## src/rtl/cpu_pkg.sv

```systemverilog
`default_nettype none
// ============================================================================
// Module      : cpu_pkg
// Description : Shared flag-interface constants: op classes and NZCV indices.
// Revision    : 1.0 - initial release
// ============================================================================
package cpu_pkg;

    localparam logic [1:0] OP_CLASS_ARITH   = 2'b00;
    localparam logic [1:0] OP_CLASS_LOGICAL = 2'b01;
    localparam logic [1:0] OP_CLASS_MUL     = 2'b10;
    localparam logic [1:0] OP_CLASS_MSR     = 2'b11;

    // Bit positions within {N,Z,C,V}, shared with the condition evaluator
    localparam int FLAG_N = 3;
    localparam int FLAG_Z = 2;
    localparam int FLAG_C = 1;
    localparam int FLAG_V = 0;

    typedef logic [3:0] nzcv_t;

endpackage : cpu_pkg
`default_nettype wire

```

## src/rtl/flag_compute.sv

```systemverilog
`default_nettype none
// ============================================================================
// Module      : flag_compute
// Description : Combinational candidate-NZCV generator for one op class.
// Revision    : 1.0 - initial release
// ============================================================================
module flag_compute
    import cpu_pkg::*;
#(
    parameter int RESULT_WIDTH = 32
) (
    input  logic [1:0]              op_class,
    input  logic [RESULT_WIDTH-1:0] result,
    input  logic                    alu_carry,
    input  logic                    alu_overflow,
    input  logic                    shifter_carry,
    input  logic [3:0]              msr_flags,
    input  logic [3:0]              cur_flags,
    output logic [3:0]              flags
);

    logic w_n;
    logic w_z;

    assign w_n = result[RESULT_WIDTH-1];
    assign w_z = ~|result;

    // Start from current flags so preserved bits fall through untouched
    always_comb begin
        flags = cur_flags;
        case (op_class)
            OP_CLASS_ARITH: begin
                flags[FLAG_N] = w_n;
                flags[FLAG_Z] = w_z;
                flags[FLAG_C] = alu_carry;
                flags[FLAG_V] = alu_overflow;
            end
            OP_CLASS_LOGICAL: begin
                flags[FLAG_N] = w_n;
                flags[FLAG_Z] = w_z;
                flags[FLAG_C] = shifter_carry;
            end
            OP_CLASS_MUL: begin
                flags[FLAG_N] = w_n;
                flags[FLAG_Z] = w_z;
            end
            default: begin
                flags = msr_flags;
            end
        endcase
    end

endmodule : flag_compute
`default_nettype wire

```

## src/rtl/cpsr_flag_register.sv

```systemverilog
`default_nettype none
// ============================================================================
// Module      : cpsr_flag_register
// Description : Architectural NZCV flags, saved SPSR flags and next-flag bypass.
// Revision    : 1.0 - initial release
// ============================================================================
module cpsr_flag_register
    import cpu_pkg::*;
#(
    parameter int RESULT_WIDTH = 32
) (
    input  logic                    in_clk,
    input  logic                    in_rst,
    input  logic                    in_valid,
    input  logic                    in_stall,
    input  logic                    in_execute_en,
    input  logic                    in_set_flags,
    input  logic [1:0]              in_op_class,
    input  logic [RESULT_WIDTH-1:0] in_result,
    input  logic                    in_alu_carry,
    input  logic                    in_alu_overflow,
    input  logic                    in_shifter_carry,
    input  logic [3:0]              in_msr_flags,
    input  logic                    in_exception,
    input  logic                    in_restore,
    output logic [3:0]              out_cpsr,
    output logic [3:0]              out_cpsr_next,
    output logic [3:0]              out_spsr,
    output logic                    out_flags_written
);

    nzcv_t r_cpsr;
    nzcv_t r_spsr;
    logic  r_flags_written;
    nzcv_t w_candidate;
    nzcv_t w_cpsr_next;
    logic  w_commit;
    logic  w_commit_applied;

    flag_compute #(
        .RESULT_WIDTH (RESULT_WIDTH)
    ) u_flag_compute (
        .op_class      (in_op_class),
        .result        (in_result),
        .alu_carry     (in_alu_carry),
        .alu_overflow  (in_alu_overflow),
        .shifter_carry (in_shifter_carry),
        .msr_flags     (in_msr_flags),
        .cur_flags     (r_cpsr),
        .flags         (w_candidate)
    );

    assign w_commit = in_valid & ~in_stall & in_execute_en
                    & (in_set_flags | (in_op_class == OP_CLASS_MSR));

    // Exception and restore both discard a same-cycle instruction commit
    assign w_commit_applied = w_commit & ~in_exception & ~in_restore;

    always_comb begin
        w_cpsr_next = r_cpsr;
        if (in_rst) begin
            w_cpsr_next = 4'b0000;
        end else if (in_exception) begin
            w_cpsr_next = r_cpsr;
        end else if (in_restore) begin
            w_cpsr_next = r_spsr;
        end else if (w_commit) begin
            w_cpsr_next = w_candidate;
        end
    end

    always_ff @(posedge in_clk or posedge in_rst) begin
        if (in_rst) begin
            r_cpsr          <= 4'b0000;
            r_spsr          <= 4'b0000;
            r_flags_written <= 1'b0;
        end else begin
            r_cpsr          <= w_cpsr_next;
            r_flags_written <= w_commit_applied;
            if (in_exception) begin
                r_spsr <= r_cpsr;
            end
        end
    end

    assign out_cpsr          = r_cpsr;
    assign out_cpsr_next     = w_cpsr_next;
    assign out_spsr          = r_spsr;
    assign out_flags_written = r_flags_written;

endmodule : cpsr_flag_register
`default_nettype wire

```

## config.mk

```make
export PLATFORM = sky130hd
export DESIGN_NAME = cpsr_flag_register
export DESIGN_NICKNAME = d
export VERILOG_FILES = /design/src/rtl/cpu_pkg.sv /design/src/rtl/flag_compute.sv /design/src/rtl/cpsr_flag_register.sv
export SDC_FILE = /design/constraint.sdc
export NUM_CORES = 1
export LEC_CHECK = 0
export CAP_MARGIN = 10
export CORE_MARGIN = 3
export CORE_UTILIZATION = 32
export CTS_CLUSTER_SIZE = 30
export DETAILED_ROUTE_END_ITERATION = 12
export GPL_TIMING_DRIVEN = 0
export PLACE_DENSITY = 0.86
export SLEW_MARGIN = 20
export SYNTH_ARGS = -nofsm -noshare
export SYNTH_HDL_FRONTEND = slang
export SYNTH_SLANG_ARGS = --single-unit
export TNS_END_PERCENT = 1
```

## constraint.sdc

```tcl
create_clock -name in_clk -period 3.06 [get_ports in_clk]
set_input_delay 0.306 -clock in_clk [delete_from_list [all_inputs] [get_ports in_clk]]
set_output_delay 0.306 -clock in_clk [all_outputs]
set_load 0.01 [all_outputs]
```

After elaboration in Yosys (flattened, before gate mapping)
Cells that the tools add are included.
- word-level logic and storage cells: 27
- register bits after elaboration: 9
- input port bits: 49
- output and inout bits: 13
- reduce and logical (&&, ||, !) cells: 5
- equality and inequality tests: 3
- mux-type cells: 7
- bitwise logic cells: 9
- operator list (cell ; number):
    $reduce_or A32 Y1 ; 1
    $mux W4 ; 4
    $and A1 B1 Y1 ; 5
    $eq A2 B2 Y1 const B ; 2
    $not A1 Y1 ; 3
    $pmux W1 S3 ; 1
    $reduce_or A3 Y1 ; 1
    $eq A2 B1 Y1 const B ; 1
    $logic_not A2 Y1 ; 1
    $mux W2 ; 1
    $pmux W1 S2 ; 1
    $reduce_or A2 Y1 ; 1
    $logic_not A1 Y1 ; 1
    $or A1 B1 Y1 ; 1

Logic depth before layout (Yosys ltp)
- depth after elaboration: 8
- mapped depth: 6
- mapped depth without buffers: 6

Cells and area by module
Synthesis repeated with hierarchy kept, for this count alone.
- cells, all modules: 70
- area total of the unflattened synthesis: 653.1 µm²
- by module, submodules not included (module ; cells an instance ; area each (µm²) ; instances):
    cpsr_flag_register ; 44 ; 461.7 ; 1
    flag_compute ; 26 ; 191.4 ; 1

Worst setup path after synthesis
No wires, ideal clock.
- kind: input to output
- start: input port in_op_class[0]
- end: output port out_cpsr_next[2]
- path slack: 1.200 ns
- stages on the path: 5
- buffers on the path: 0
- data required time: 2.754 ns
- arrival time: 1.554 ns
- path through: ha_1 nor4_1 nand4_1 or4_1 o311ai_1
- cells in the longest elaborated chain, start to end: 7
- ends and longest elaborated chain (element ; line ; text):
    from (decl) ; cpsr_flag_register.sv:18 ; input logic [1:0] in_op_class,
    $eq A2 B1 Y1 (tied with other cells) ; flag_compute.sv:31 ; case (op_class)
    $reduce_or A3 Y1 (no line) or $or A1 B1 Y1 (tied branches) ; n/a ;
    $mux W2 or $and A1 B1 Y1 (tied branches) ; flag_compute.sv:31, cpsr_flag_register.sv:54 ;
    $mux W4 * ; cpsr_flag_register.sv:67 ; end else if (w_commit) begin
    $mux W4 * ; cpsr_flag_register.sv:65 ; end else if (in_restore) begin
    $mux W4 * ; cpsr_flag_register.sv:63 ; end else if (in_exception) begin
    $mux W4 * ; cpsr_flag_register.sv:61 ; if (in_rst) begin
    to (decl) ; cpsr_flag_register.sv:27 ; output logic [3:0] out_cpsr_next,
Every way passes the cells marked *; elsewhere a longest branch is shown, timed or not.

Worst setup path after layout
- start: input port in_op_class[0]
- end: output port out_cpsr_next[0]
- cells in the longest elaborated chain, start to end: 7
- ends and longest elaborated chain (element ; line):
    $eq A2 B1 Y1 (tied with other cells) ; flag_compute.sv:31
    $reduce_or A2 Y1 (no line) or $or A1 B1 Y1 (tied branches) ; n/a
    $pmux W1 S2 or $and A1 B1 Y1 (tied branches) ; flag_compute.sv:31, cpsr_flag_register.sv:54
    $mux W4 * ; cpsr_flag_register.sv:67
    $mux W4 * ; cpsr_flag_register.sv:65
    $mux W4 * ; cpsr_flag_register.sv:63
    $mux W4 * ; cpsr_flag_register.sv:61
Marked as above.

==> implementation parameters <==
Parameter                              Value

Status
  Run status ... finished clean

Route
  WL/cell ... 14.5 um
  Number of DRC violations after detailed-routing iteration 0 ... 11
  First drt pass iteration count ... 4
  Final ANT Viol Nets ... 0
  Count of vias placed by the detailed router ... 808
  Sum of routed wire length over all layers ... about 2.4 mm
  Remaining design rule violation count ... 0
  Average vias per placed instance ... 4.93

Synthesis
  Post-synthesis instance area ... 673 sq um
  Post-synthesis instance total ... 75
  Ys async rst share ... 100%
  Number of flops mapped to enable cells by yosys ... 0
  Dominant synthesized flop cell ... sky130_fd_sc_hd__dfrtp_1
  Proportion of netlist area held by the largest area contributor ... 33.5%
  Share of synthesized area occupied by flip-flops and latches ... 33.5%
  Mapped Avg Cell Area ... 8.98 sq um
  Post-Syn Nets ... 129
  Yosys warning total ... 0
  Post-synth top area cell ... sky130_fd_sc_hd__dfrtp_1
  Cell types with the largest area share after synthesis ... sky130_fd_sc_hd__dfrtp_1 (33%), sky130_fd_sc_hd__ha_1 (9.3%), sky130_fd_sc_hd__nor4_1 (7.4%)
  Count of state elements after synthesis ... 9
  Cell variety after synth ... 31

Setup path
  CP Launch Type ... input pin
  Start-to-end type of the worst setup path ... in2out
  Max stage delay cell, worst path ... sky130_fd_sc_hd__clkdlybuf4s50_1
  Critical Path RT ... 2.75 ns
  Crit path largest cell delay ... 0.61 ns
  Crit path DAT ... 2.54 ns
  Top cell family by delay on the critical path ... buffers and inverters
  Cell chain of the critical path ... clkdlybuf4s50_1 > ha_2 > or2_0 > buf_2 > nand2_1 > o21ai_0 > a211oi_1 > clkdlybuf4s50_1
  CP Max Fanout ... 6
  Nature of the critical path endpoint ... primary output
  Cell occurring most often along the worst timing path ... sky130_fd_sc_hd__clkdlybuf4s50_1
  Buffers & Inverters on Critical Path ... 3

Clock tree
  Quantity of gates resized following cts ... 0
  Number of clock buffers inserted by TritonCTS ... 3
  Clock edge transition at the registers on the reported setup and hold paths ... 0.06 ns
  Count of hold-fix buffers inserted at cts ... 0
  Clock tree from TritonCTS ... built
  CTS HTree Levels ... 1
  Setup bufs post-CTS ... 0
  Clock sink count ... 9
  CTS root buffer ... sky130_fd_sc_hd__clkbuf_4
  Worst skew pair latency ... between 0.2 and 0.3 ns
  CTS Buffer Depth ... 2

Cells and area
  End-of-flow core utilization ... between 70 and 80%
  Most common cell after layout, fill and taps aside ... sky130_fd_sc_hd__clkdlybuf4s50_1
  Filler instances ... 141
  Highest-count cells in the layout ignoring fill and taps ... sky130_fd_sc_hd__clkdlybuf4s50_1 (58), sky130_fd_sc_hd__dfrtp_1 (9), sky130_fd_sc_hd__nor4_1 (8)
  Count of antenna diodes in the layout ... 0
  Fraction of final layout cells with drive strength greater than 1 ... 8.63%
  Synthesis-to-layout area growth ... 98.9%
  Layout net count ... 194

Power and ir drop
  Power share of the sequential group ... between 30% and 40%
  PnR Total Power ... 335 uW
  Power per standard cell area ... around 250 nW/um^2
  Switch share ... 24.5%
  Switching pwr ... 82.3 uW
  Internal power component ... 253 uW
  Combinational power share ... 35.5%
  Clock share of power ... 26.7%
  Leakage dissipation ... 0.559 nW
  Maximum vdd drop ... 0.132 mV

Place
  IO buf count ... 60
  Weighted congestion reported at the end of routability-driven placement ... 0.805
  Post-DP HPWL ... 2.08 mm

Global route
  Antenna violations before repair ... 0
  Maximum number of pins on one net before global-route repair ... 12
  Total global routing track utilization ... 20.0%
  Total congestion overflow after global routing ... 0
  Via count of the first global-routing pass ... 834
  First-pass GRT wire length ... between 3 and 4 mm

Flow run
  Maximum capacitance violations ... 0

Timing
  Max transition margin ... 74.1%
  Number of failing hold endpoints at the final stage ... 0
  Max Transition Viols Final ... 0
  Final Critical Period ... between 2 and 3 ns
  Ratio of final minimum period to clock period ... 93.1%
  Aggregate negative setup slack ... 0 ns
  Post-route clock skew ... 0.000196 ns
  Unrepaired setup endpoints after global routing ... no
  Worst-margin pin slew ... 0.389 ns
  Peak Freq ... 351 MHz
  Finish-stage setup viols ... 0

Floorplanning
  Number of core rows ... 15
  Die X-Extent ... 51.9 um
  Boundary pin count ... 62
  Chip Height ... 51.9 um
  Die area ... 2690 sq um
  Initial Util ... 36.2%
  Core area ... 1860 sq um

Min path
  Path category of the worst min-delay check ... in2reg
area by class of cell:
cell class                      count  area [sq um]  area share (%)
Multi-Input combinational cell     56           403            30.1
Sequential cell                     9           225            16.8
Buffer                              5          28.8            2.15
Inverter                            5          18.8            1.40
Timing Repair Buffer               60           606            45.2
Clock buffer                        4          26.3            1.96
Tap cell                           25          31.3            2.34
final timing paths:
path                       slack (ns)          endpoint            from  depth (start not counted)
setup / recovery                 0.21  out_cpsr_next[0]  in_op_class[0]                          8
hold / removal                   0.33       out_cpsr[2]    in_exception                          2
setup reg to reg                 1.92       out_cpsr[2]     out_cpsr[2]                          3
hold reg to reg                  0.56       out_spsr[1]     out_cpsr[1]                          1
max in group asynchronous        2.30       out_cpsr[0]          in_rst                          2
min in group asynchronous        0.50       out_spsr[3]          in_rst                          2
logic make-up after synthesis:
| logic type | count (synthesis) | synth area share (%) |
|---|---|---|
| and+or+nand+nor | 28 | 24.4 |
| adders and majority gates | 5 | 9.29 |
| muxes | 5 | 8.18 |
| AOI/OAI and AO/OA | 18 | 17.7 |
| DFF | 9 | 33.5 |
| buffers and inverters | 10 | 7.06 |
synthesized netlist by cell type (all sizes together) (3+ instances only):
| cell | instances |
|---|---|
| ha | 5 |
| inv | 5 |
| buf | 3 |
| nand2 | 6 |
| a21oi | 4 |
| o21ai | 5 |
| mux2 | 4 |
| nor4 | 9 |
| dfrtp | 9 |
layer usage:
metal	wire (um)	global-route usage [%]	share of wire, %	vias to the layer above
met5	0	0	0	-
met4	67	10.9	2.8	0
met3	114	2.87	4.8	6
li1	-	-	-	411
met2	1260	36.8	53	30
met1	930	21.6	39	361
registers in the layout, indices dropped and copies added, names as in the netlist:
signal	flops
out_cpsr	4
out_flags_written	1
out_spsr	4
power groups by stage:
stage	Clock [mW]	Combinational, mW	Sequential (mW)
CTS	0.0917	0.119	0.127
finish	0.0894	0.119	0.127
floorplan	0	0.0337	0.130
detailed placement	0	0.119	0.129
global placement	0	0.115	0.129
global route	0.0968	0.129	0.128
stage by stage:
step | cells | setup WS, ns | instance area (sq um) | hold slack (ns)
floorplan | 75 | 1.20 | 673 | 0.150
global placement | 160 | 0.00105 | 1310 | 0.530
detailed placement | 160 | 0.0255 | 1310 | 0.532
CTS | 164 | 0.0208 | 1330 | 0.325
global route | 164 | 0.0644 | 1340 | 0.334
finish | 164 | 0.213 | 1340 | 0.326
Note: power is estimated with default switching activity, not from simulation.
